**config.mk**
```make
export PLATFORM = sky130hd
export DESIGN_NAME = bullet_fire_arbiter_flat
export DESIGN_NICKNAME = d
export VERILOG_FILES = /design/src/rtl/bullet_fire_arbiter_if.sv /design/src/rtl/bullet_fire_arbiter.sv /design/src/flat_wrapper.sv
export SDC_FILE = /design/constraint.sdc
export NUM_CORES = 1
export LEC_CHECK = 0
export ABC_AREA = 1
export BUFFER_PORTS_ARGS = -buffer_cell sky130_fd_sc_hd__buf_2
export CORE_ASPECT_RATIO = 1.1
export CORE_MARGIN = 4
export CORE_UTILIZATION = 45
export DETAILED_ROUTE_END_ITERATION = 10
export GPL_ROUTABILITY_DRIVEN = 0
export PLACE_DENSITY = 0.77
export RECOVER_POWER = 25
export SYNTH_ARGS = -nofsm -noshare
export SYNTH_HDL_FRONTEND = slang
export SYNTH_SLANG_ARGS = --single-unit
export TNS_END_PERCENT = 1
```
**constraint.sdc**
```tcl
create_clock -name clk -period 1.8 [get_ports clk]
set_clock_uncertainty 0.2 [all_clocks]
set_input_delay 0.36 -clock clk [delete_from_list [all_inputs] [get_ports clk]]
set_output_delay 0.36 -clock clk [all_outputs]
set_load 0.01 [all_outputs]
```
**src/rtl/bullet_fire_arbiter_if.sv**
```systemverilog
// Bullet-store write bus: the arbiter drives the write strobe/slot/word and
// observes the per-slot active flags.
interface bullet_fire_arbiter_if #(
  parameter int MAX_BULLETS = 64
);
  localparam int SW = $clog2(MAX_BULLETS);

  logic                   wr_en;
  logic [SW-1:0]          wr_slot;
  logic [31:0]            wr_data;
  logic [MAX_BULLETS-1:0] slot_busy;

  modport master (output wr_en, wr_slot, wr_data, input slot_busy);
  modport slave  (input wr_en, wr_slot, wr_data, output slot_busy);
endinterface

```
**src/rtl/bullet_fire_arbiter.sv**
```systemverilog
// Round-robin fire arbiter with next-fit slot scan into the 64-entry bullet store.
// Optional BULLET_DROP_CNT_EN adds a saturating count of requests dropped on a full store.
module bullet_fire_arbiter #(
  parameter int MAX_BULLETS     = 64,
  parameter int COOLDOWN_FRAMES = 8
) (
  input  logic       clk,
  input  logic       CPU_RESETN,
  input  logic       frame_tick,
  input  logic [1:0] fire_req,
  input  logic [1:0] p_alive,
  input  logic [9:0] p1_x,
  input  logic [9:0] p2_x,
  input  logic [8:0] p1_y,
  input  logic [8:0] p2_y,
  input  logic [1:0] p1_dir,
  input  logic [1:0] p2_dir,
  bullet_fire_arbiter_if.master store,
  output logic [1:0] grant,
`ifdef BULLET_DROP_CNT_EN
  output logic [7:0] drop_cnt,
`endif
  output logic       arb_busy
);
  localparam int SW = $clog2(MAX_BULLETS);
  localparam int CW = $clog2(COOLDOWN_FRAMES + 1);

  typedef enum logic [1:0] {IDLE, SCAN, WRITE} state_t;

  state_t             state, stateNext;
  logic [SW-1:0]      ptr, scanCnt;
  logic               rr;
  logic [1:0][CW-1:0] cool;
  logic [1:0]         elig;
  logic               winner, slotFree, exhausted;
  logic [9:0]         latX;
  logic [8:0]         latY;
  logic [1:0]         latDir;
  logic               latOwner;

  always_comb begin
    elig[0]   = fire_req[0] & p_alive[0] & (cool[0] == '0);
    elig[1]   = fire_req[1] & p_alive[1] & (cool[1] == '0);
    // rr only breaks ties; a lone eligible player wins outright
    winner    = (elig == 2'b11) ? rr : elig[1];
    slotFree  = ~store.slot_busy[ptr];
    exhausted = (scanCnt == SW'(MAX_BULLETS - 1));
  end

  always_comb begin
    stateNext = state;
    unique case (state)
      IDLE:    if (|elig) stateNext = SCAN;
      SCAN: begin
        if (slotFree)       stateNext = WRITE;
        else if (exhausted) stateNext = IDLE;
      end
      WRITE:   stateNext = IDLE;
      default: stateNext = IDLE;
    endcase
  end

  always_ff @(posedge clk or negedge CPU_RESETN) begin
    if (!CPU_RESETN) state <= IDLE;
    else             state <= stateNext;
  end

  always_ff @(posedge clk or negedge CPU_RESETN) begin
    if (!CPU_RESETN) begin
      store.wr_en   <= 1'b0;
      store.wr_slot <= '0;
      store.wr_data <= '0;
      grant         <= '0;
      arb_busy      <= 1'b0;
      ptr           <= '0;
      scanCnt       <= '0;
      rr            <= 1'b0;
      cool          <= '0;
      latX          <= '0;
      latY          <= '0;
      latDir        <= '0;
      latOwner      <= 1'b0;
`ifdef BULLET_DROP_CNT_EN
      drop_cnt      <= '0;
`endif
    end else begin
      store.wr_en <= 1'b0;
      grant       <= '0;
      arb_busy    <= (stateNext != IDLE);

      unique case (state)
        IDLE: if (|elig) begin
          latX     <= winner ? p2_x   : p1_x;
          latY     <= winner ? p2_y   : p1_y;
          latDir   <= winner ? p2_dir : p1_dir;
          latOwner <= winner;
          scanCnt  <= '0;
        end
        SCAN: begin
          if (slotFree) begin
            store.wr_en   <= 1'b1;
            store.wr_slot <= ptr;
            store.wr_data <= {latX, latY, latDir, latOwner, 7'd0, 1'b1, 2'd0};
            grant         <= latOwner ? 2'b10 : 2'b01;
          end else begin
            // a full lap advances ptr MAX_BULLETS times, leaving it where it started
            ptr     <= ptr + 1'b1;
            scanCnt <= scanCnt + 1'b1;
`ifdef BULLET_DROP_CNT_EN
            if (exhausted && drop_cnt != 8'hFF) drop_cnt <= drop_cnt + 8'd1;
`endif
          end
        end
        WRITE: begin
          rr  <= ~rr;
          ptr <= ptr + 1'b1;
        end
        default: ;
      endcase

      for (int unsigned i = 0; i < 2; i++) begin
        if (state == WRITE && latOwner == 1'(i))
          cool[i] <= CW'(COOLDOWN_FRAMES);
        else if (frame_tick && cool[i] != '0)
          cool[i] <= cool[i] - 1'b1;
      end
    end
  end
endmodule

```
**src/flat_wrapper.sv**
```systemverilog
// flat-port wrapper written by rule: the top's interface ports become plain ports
module bullet_fire_arbiter_flat 
#(
  parameter int MAX_BULLETS     = 64,
  parameter int COOLDOWN_FRAMES = 8
)
  (clk, CPU_RESETN, frame_tick, fire_req, p_alive, p1_x, p2_x, p1_y, p2_y, p1_dir, p2_dir, grant, arb_busy, store_wr_en, store_wr_slot, store_wr_data, store_slot_busy);
  bullet_fire_arbiter_if #(.MAX_BULLETS(MAX_BULLETS)) store_i ();
  input  logic clk;
  input  logic CPU_RESETN;
  input  logic frame_tick;
  input  logic [1:0] fire_req;
  input  logic [1:0] p_alive;
  input  logic [9:0] p1_x;
  input  logic [9:0] p2_x;
  input  logic [8:0] p1_y;
  input  logic [8:0] p2_y;
  input  logic [1:0] p1_dir;
  input  logic [1:0] p2_dir;
  output logic [1:0] grant;
  output logic arb_busy;
  output wire logic [$bits(store_i.wr_en)-1:0] store_wr_en;
  output wire logic [$bits(store_i.wr_slot)-1:0] store_wr_slot;
  output wire logic [$bits(store_i.wr_data)-1:0] store_wr_data;
  input wire logic [$bits(store_i.slot_busy)-1:0] store_slot_busy;
  assign store_wr_en = store_i.wr_en;
  assign store_wr_slot = store_i.wr_slot;
  assign store_wr_data = store_i.wr_data;
  assign store_i.slot_busy = store_slot_busy;
  bullet_fire_arbiter #(.MAX_BULLETS(MAX_BULLETS), .COOLDOWN_FRAMES(COOLDOWN_FRAMES)) u_core (.clk(clk), .CPU_RESETN(CPU_RESETN), .frame_tick(frame_tick), .fire_req(fire_req), .p_alive(p_alive), .p1_x(p1_x), .p2_x(p2_x), .p1_y(p1_y), .p2_y(p2_y), .p1_dir(p1_dir), .p2_dir(p2_dir), .store(store_i), .grant(grant), .arb_busy(arb_busy));
endmodule
```
==> results of run 1 <==
[final cells by class]
class | count | area (um2)
fill | 829 | 3620
multi-input combinational | 379 | 1980
sequential | 78 | 1950
timing repair buffer | 184 | 1160
inverter | 55 | 221
tap | 117 | 146
clock buffer | 10 | 128
clock inverter | 6 | 93.8
[path summary, 6_finish.rpt]
path | from | to | slack (ns) | cells after the start
min reg2reg | u_core.rr | u_core.rr | 0.27 | 1
max reg2reg | u_core.ptr[0] | u_core.store.wr_data[22] | -0.27 | 12
max in group asynchronous | CPU_RESETN | u_core.ptr[1] | 0.38 | 3
min | p2_y[5] | u_core.latY[5] | 0.07 | 3
max | u_core.ptr[0] | u_core.store.wr_data[22] | -0.27 | 12
min in group asynchronous | CPU_RESETN | u_core.latX[1] | 0.49 | 3
[stage by stage]
step,cells,hold slack [ns],setup TNS [ns],utilization
3_5_place_dp,810,0.219,-15.35,0.571
6_report,829,0.0736,-12.41,0.611
3_3_place_gp,810,0.211,-11.23,0.571
5_1_grt,829,0.0621,-21.06,0.611
2_1_floorplan,545,-0.136,-2.90,-
4_1_cts,827,0.0613,-12.93,0.602
[layer usage]
layer,wire [um],up-vias,global-route usage
li1,-,2060,-
met1,4580,1897,0.243
met2,5530,164,0.320
met3,838,21,0.0277
met4,240,0,0.0674
met5,0,-,0
[registers in the layout (all words and copies together) (netlist names), 2 cells and up]
| signal | count |
|---|---|
| u_core.store.wr_data | 23 |
| u_core.latX | 10 |
| u_core.latY | 9 |
| u_core.cool | 8 |
| u_core.ptr | 6 |
| u_core.scanCnt | 6 |
| u_core.store.wr_slot | 6 |
| u_core.grant | 2 |
| u_core.latDir | 2 |
| u_core.state | 2 |
[kinds of logic (layout without fill, tap and decap cells)]
logic type,count (synthesis),after routing,synth area share
simple gates,266,266,0.268
compound gates,90,90,0.135
buf+inv,88,255,0.105
flops,78,78,0.457
xor+xnor,8,8,0.0164
fa+ha+maj,6,6,0.0176
other cells,1,9,0.000878
[cell usage in the layout (no fill, tap or decap), types with 3 or more instances in the layout]
cell type / n
a21oi_1: 8
a21oi_2: 3
buf_12: 7
buf_2: 144
buf_4: 25
buf_6: 4
clkbuf_8: 9
clkinv_4: 3
conb_1: 9
dfrtp_1: 76
ha_1: 6
inv_1: 43
inv_2: 7
nand2_1: 140
nand2_2: 17
nand3_1: 56
nand3_2: 5
nor2_1: 36
o21ai_0: 6
o21ai_1: 21
o21ai_2: 28
o22ai_1: 23
xor2_1: 8
[worst register-to-register path, stage by stage (launching register included)]
cell       delay [ns]
dfrtp_2          0.47
buf_12           0.19
nand2_2          0.09
nand2_1          0.06
a21oi_1          0.12
nand3_1          0.10
nand3_1          0.09
nand3_2          0.08
nand2_2          0.13
nand2_8          0.11
clkbuf_16        0.22
nand2_2          0.07
o21ai_2          0.04
[where the power goes]
| part | internal (mW) | switching (mW) |
|---|---|---|
| Clock | 0.791 | 0.665 |
| Sequential | 2.45 | 0.384 |
| Combinational | 1.81 | 2.38 |
[repair_timing]
item	4_1_cts	5_1_grt
hold endpoints to repair	78	0
hold buffers	1	0
setup endpoints to repair	69	76
gates resized for setup	40	16
pin swaps	2	0
gates cloned	0	2
==> metrics.csv, run 1 <==
metric,value,unit
CTS Buffer Depth,2,
kind of critical path,register to register,
max-slew violation count,0,
sequential cell area fraction in the yosys report,0.457,
wire length per cell,13.5,um
layout cells sized above 1,0.376,
Synth Register Bits,78,
maxcap violations,0,
dpl hpwl,8.17,mm
antenna-violating nets left,0,
critical path's largest stage delay,0.47,ns
post-synthesis async set-or-reset flop share,1.00,
first-pass GRT wire length,17.0,mm
initial core utilization,0.459,
GRT Residual Overflow,0,
synth unique cells,32,
"Top FF cell, synth",dfrtp_1,
most frequent cell after synthesis,nand2_1,
Vias per Instance,5.00,
H-tree depth,3,
Leak,3.10,nW
leading area contributor after synthesis,dfrtp_1,
pwr dens,1490,nW/um2
Placement Setup Slack,-0.305,ns
Hold Path Class,input port to register,
DRT Wirelength,11.2,mm
post-synth top area share,0.457,
crit path launch type,register,
worst skew pair latency,0.35,ns
final setup fails,68,
Post-Syn Instances,537,
top post-synthesis cells by count,"nand2_1, dfrtp_1, nand3_1, inv_1, nor2_1",
initial antenna violation count,0,
CTS Sinks,78,
Num CTS Buffers,9,
Post-Layout Inst Area,5690,um2
I/O pin cnt,155,
CP cell instances,buf_12 > nand2_2 > nand2_1 > a21oi_1 > nand3_1 > nand3_1 > nand3_2 > nand2_2 > nand2_8 > clkbuf_16 > nand2_2 > o21ai_2,
"Reg clk slew, reported paths",0.09,ns
"Hold Violations, Final",0,
Site Rows,37,
DR iter-0 viols,236,
worst-path fanout max,32,
fin crit share,1.15,
Final nets,826,
Final min period,2.07,ns
vias in the first global route,3790,
largest net degree at the start of global routing,79,
Synth Cell Area,4270,um2
"IR drop worst, VDD",0.000836,V
"Buf+Inv Stages, Crit Path",2,
Post-DP Area,5320,um2
RSZ-0062 raised after global routing,true,
DRC,0,
Slew headroom,0.534,
die width,101,um
Area Overhead vs Synth,33.1,%
CTS Root Cell,clkbuf_8,
most frequent CP cell,nand2_2,
max frequency,484,MHz
failing checks,setup timing,
total power,8.47,mW
outcome,"finished, violations left",
Pre-antenna DRT Iters,5,
Synth Area per Inst,7.96,um2
Worst Path Arrival,2.11,ns
CP Capture Type,register,
total track usage,0.187,
ranking of synthesized cells by area,"dfrtp_1, nand2_1, nand3_1",
"CP delay by family, top",simple AND/OR/NAND/NOR gates,
Setup WS post-layout,-0.265,ns
vias,4142,
DIE HEIGHT,110,um
CORE AREA,9310,um2
CTS tree,done,
Syn. warnings,0,
Port Buffer Count,145,
die footprint,11100,um2
postcts setup bufs,0,
ant diodes,0,
"Slowest-stage cell, CP",dfrtp_2,
"EDFF count, synth",0,
Worst-Margin Slew,0.698,ns
CP required,1.85,ns
No activity file was read; power rests on OpenSTA's default activity.
==> run 2: changes to the inputs <==
--- a/config.mk
+++ b/config.mk
@@ -6,14 +6,15 @@
 export NUM_CORES = 1
 export LEC_CHECK = 0
 export ABC_AREA = 1
-export BUFFER_PORTS_ARGS = -buffer_cell sky130_fd_sc_hd__buf_2
+export BUFFER_PORTS_ARGS = -buffer_cell sky130_fd_sc_hd__buf_4
 export CORE_ASPECT_RATIO = 1.1
 export CORE_MARGIN = 4
-export CORE_UTILIZATION = 45
+export CORE_UTILIZATION = 40
 export DETAILED_ROUTE_END_ITERATION = 10
 export GPL_ROUTABILITY_DRIVEN = 0
-export PLACE_DENSITY = 0.77
+export PLACE_DENSITY = 0.69
 export RECOVER_POWER = 25
+export SKIP_LAST_GASP = 1
 export SYNTH_ARGS = -nofsm -noshare
 export SYNTH_HDL_FRONTEND = slang
 export SYNTH_SLANG_ARGS = --single-unit
==> run 2 against run 1 <==
- combinational power fell by 1%
- the flow still finishes with violations (setup timing)
- power rose by 2.2%
- routed wire length fell by 0.30%
- critical path depth rose by 1
- sequential share of layout area fell by 1.9 points
- register-to-register slack barely moved
- sequential cell count did not move
- first-iteration DRC count rose by 8.5%
- non-clock buffer count did not move
- die area rose by 12%
- fmax rose by 0.21%
- clock power rose by 16%
- largest cell class is now registers
==> metrics.csv, run 2 (same netlist as run 1, synthesis figures left out) <==
metric,value,unit,change
outcome,"finished, violations left",,
failing checks,setup timing,,
net switching power of the design,3.35,mW,-2.1%
worst skew pair latency,0.33,ns,-0.02 ns
GRT Residual Overflow,0,,unchanged
Placed Instances,838,,+3.5%
Post-DP Area,5720,um2,+7.7%
Final nets,826,,unchanged
worst-path fanout max,20,,-38%
internal power,5.30,mW,+5.0%
Clk pwr share,0.196,,+0.024
largest net degree at the start of global routing,68,,-14%
Final min period,2.06,ns,-0.00431 ns
CP cell instances,inv_6 > buf_12 > nand2_1 > nand3_1 > nand3_1 > nand3_1 > nand3_1 > nand3_2 > buf_4 > nand3_2 > buf_4 > nand3_1 > nand2_1,,
dpl hpwl,8.50,mm,+4.1%
Sw Share,0.387,,-0.0168
register area,1950,um2,about the same
DR iter-0 viols,256,,+8.5%
CTS Sinks,78,,unchanged
Area Overhead vs Synth,40.8,%,
CP Capture Type,register,,
Flop pwr share,0.326,,-0.008
"Slowest-stage cell, CP",dfrtp_2,,
pwr dens,1440,nW/um2,-3.5%
CTS tree,done,,
reg-to-reg setup timing slack,-0.26,ns,about the same
"commonest cells after routing, fill and taps aside","buf_4, nand2_1, dfrtp_1",,
CP required,1.82,ns,-0.03 ns
Site Rows,39,,+5.4%
"IR drop worst, VDD",0.000693,V,-17%
Port Buffer Count,145,,unchanged
DRT Wirelength,11.2,mm,-0.30%
die width,107,um,+5.6%
Leak,3.22,nW,+3.8%
Num CTS Buffers,9,,unchanged
first-pass GRT wire length,18.1,mm,+6.8%
Worst-Margin Slew,0.677,ns,-0.0212 ns
initial antenna violation count,0,,unchanged
total track usage,0.180,,-0.00735
critical path's largest stage delay,0.45,ns,-0.02 ns
wire length per cell,13.1,um,-3.3%
Worst Path Arrival,2.08,ns,-0.03 ns
CORE AREA,10400,um2,+12%
vias in the first global route,3963,,+4.6%
Critical R2R Capture,u_core.scanCnt[0],,
ant diodes,0,,unchanged
Vias per Instance,4.71,,-5.7%
# fillers,973,,+17%
die footprint,12400,um2,+12%
"leading cell type in the layout, fill and taps excluded",buf_4,,
CTS Root Cell,clkbuf_16,,
vias,4027,,-2.8%
r2r worst-path depth,13,,+1
layout cells sized above 1,0.338,,-0.0379
Post-Layout Inst Area,6020,um2,+5.9%
"Reg clk slew, reported paths",0.06,ns,-0.03 ns
CTS Buffer Depth,2,,unchanged
I/O pin cnt,155,,unchanged
Placement Setup Slack,-0.306,ns,-0.000754 ns
"Hold Violations, Final",0,,unchanged
Post-Layout Cell Count,855,,+3.1%
RSZ-0062 raised after global routing,true,,
Hold Path Class,input port to register,,
reg2reg start,u_core.ptr[0],,
crit path launch type,register,,
max-slew violation count,0,,unchanged
fin crit share,1.14,,-0.00239
kind of critical path,register to register,,
initial core utilization,0.411,,-0.0481
antenna-violating nets left,0,,unchanged
Pre-antenna DRT Iters,4,,-1
max frequency,485,MHz,+0.21%
H-tree depth,3,,unchanged
cell count of the worst hold path,3,,unchanged
Comb pwr share,0.478,,-0.016
Hold Crit Endpoint,u_core.latX[0],,
Largest regs,"u_core.store.wr_data x23, u_core.latX x10, u_core.latY x9",,
DRC,0,,unchanged
Setup WS post-layout,-0.261,ns,+0.00431 ns
largest reg by FF count,u_core.store.wr_data,,
DIE HEIGHT,116,um,+5.6%
hold path start,p2_x[0],,
Slew headroom,0.549,,+0.0141
Fin Setup TNS,-13.89,ns,-1.48 ns
final setup fails,69,,+1.5%
maxcap violations,0,,unchanged
Finished Core Util,0.579,,-0.0320
most frequent CP cell,nand3_1,,
number of flip-flops in the largest register,23,,unchanged
Multi-input gate area,1910,um2,-3.8%
==> run 2: cell count changes in the layout (fill, tap and decap cells not counted), moves of 7 or more <==
cell,before,now
buf_2,144,0
buf_4,25,174
clkbuf_16,2,9
clkbuf_8,9,0
nand2_1,140,154
nand2_2,17,3
o21ai_0,6,27
o21ai_1,21,3
==> run 2: timing repair <==
action | CTS | global route
resized for setup | 0 | 3
setup buffers | 0 | 0
setup endpoints to repair | 69 | 73
hold buffers | 1 | 0
endpoints found under the hold margin | 78 | 0
==> run 2: worst max-delay path, delay by kind of cell, from the launching register on <==
family	cells	cell delay (ns)
and+or+nand+nor	9	0.68
buffers and inverters	4	0.60
DFF	1	0.45
==> run 2: worst max path at each step <==
stage | from | endpoint | slack, ns | cells past startpoint
2_1_floorplan | u_core.ptr[0] | u_core.arb_busy | -0.06 | 13
3_3_place_gp | u_core.ptr[0] | u_core.store.wr_data[18] | -0.27 | 13
3_5_place_dp | u_core.ptr[0] | u_core.store.wr_data[10] | -0.31 | 13
5_1_grt | u_core.ptr[0] | u_core.scanCnt[5] | -0.43 | 13
4_1_cts | u_core.ptr[0] | u_core.scanCnt[0] | -0.33 | 13
6_report | u_core.ptr[0] | u_core.scanCnt[0] | -0.26 | 13
==> run 2: metrics by stage <==
step | hold slack, ns | power (mW)
after floorplan | -0.136 | 5.45
after global placement | 0.00929 | 6.88
after detailed placement | 0.0132 | 7.00
after CTS | 0.0822 | 8.75
after global routing | 0.100 | 9.36
final | 0.0908 | 8.66
==> run 2: per-layer routing <==
layer	share of wire	up-vias	GRT usage	routed length [um]
met1	0.42	1814	0.216	4700
met4	0.018	0	0.0580	200
met3	0.078	14	0.0420	874
met5	0	-	0	0
li1	-	2066	-	-
met2	0.48	133	0.322	5390
==> run 2: power groups by stage <==
stage / Clock (mW) / Combinational (mW) / Sequential [mW]
6_report: 1.70 / 4.14 / 2.83
3_3_place_gp: 0 / 4.05 / 2.82
3_5_place_dp: 0 / 4.15 / 2.85
4_1_cts: 1.74 / 4.18 / 2.83
5_1_grt: 1.82 / 4.63 / 2.92
2_1_floorplan: 0 / 2.53 / 2.91
==> run 2: layout make-up <==
| cell class | instances | area share |
|---|---|---|
| inverters | 55 | 0.0364 |
| multi-input cells | 379 | 0.317 |
| clock buffers | 9 | 0.0374 |
| flip-flops and latches | 78 | 0.325 |
| well taps | 143 | 0.0297 |
| repair buffers | 184 | 0.246 |
| clock inverters | 7 | 0.00936 |
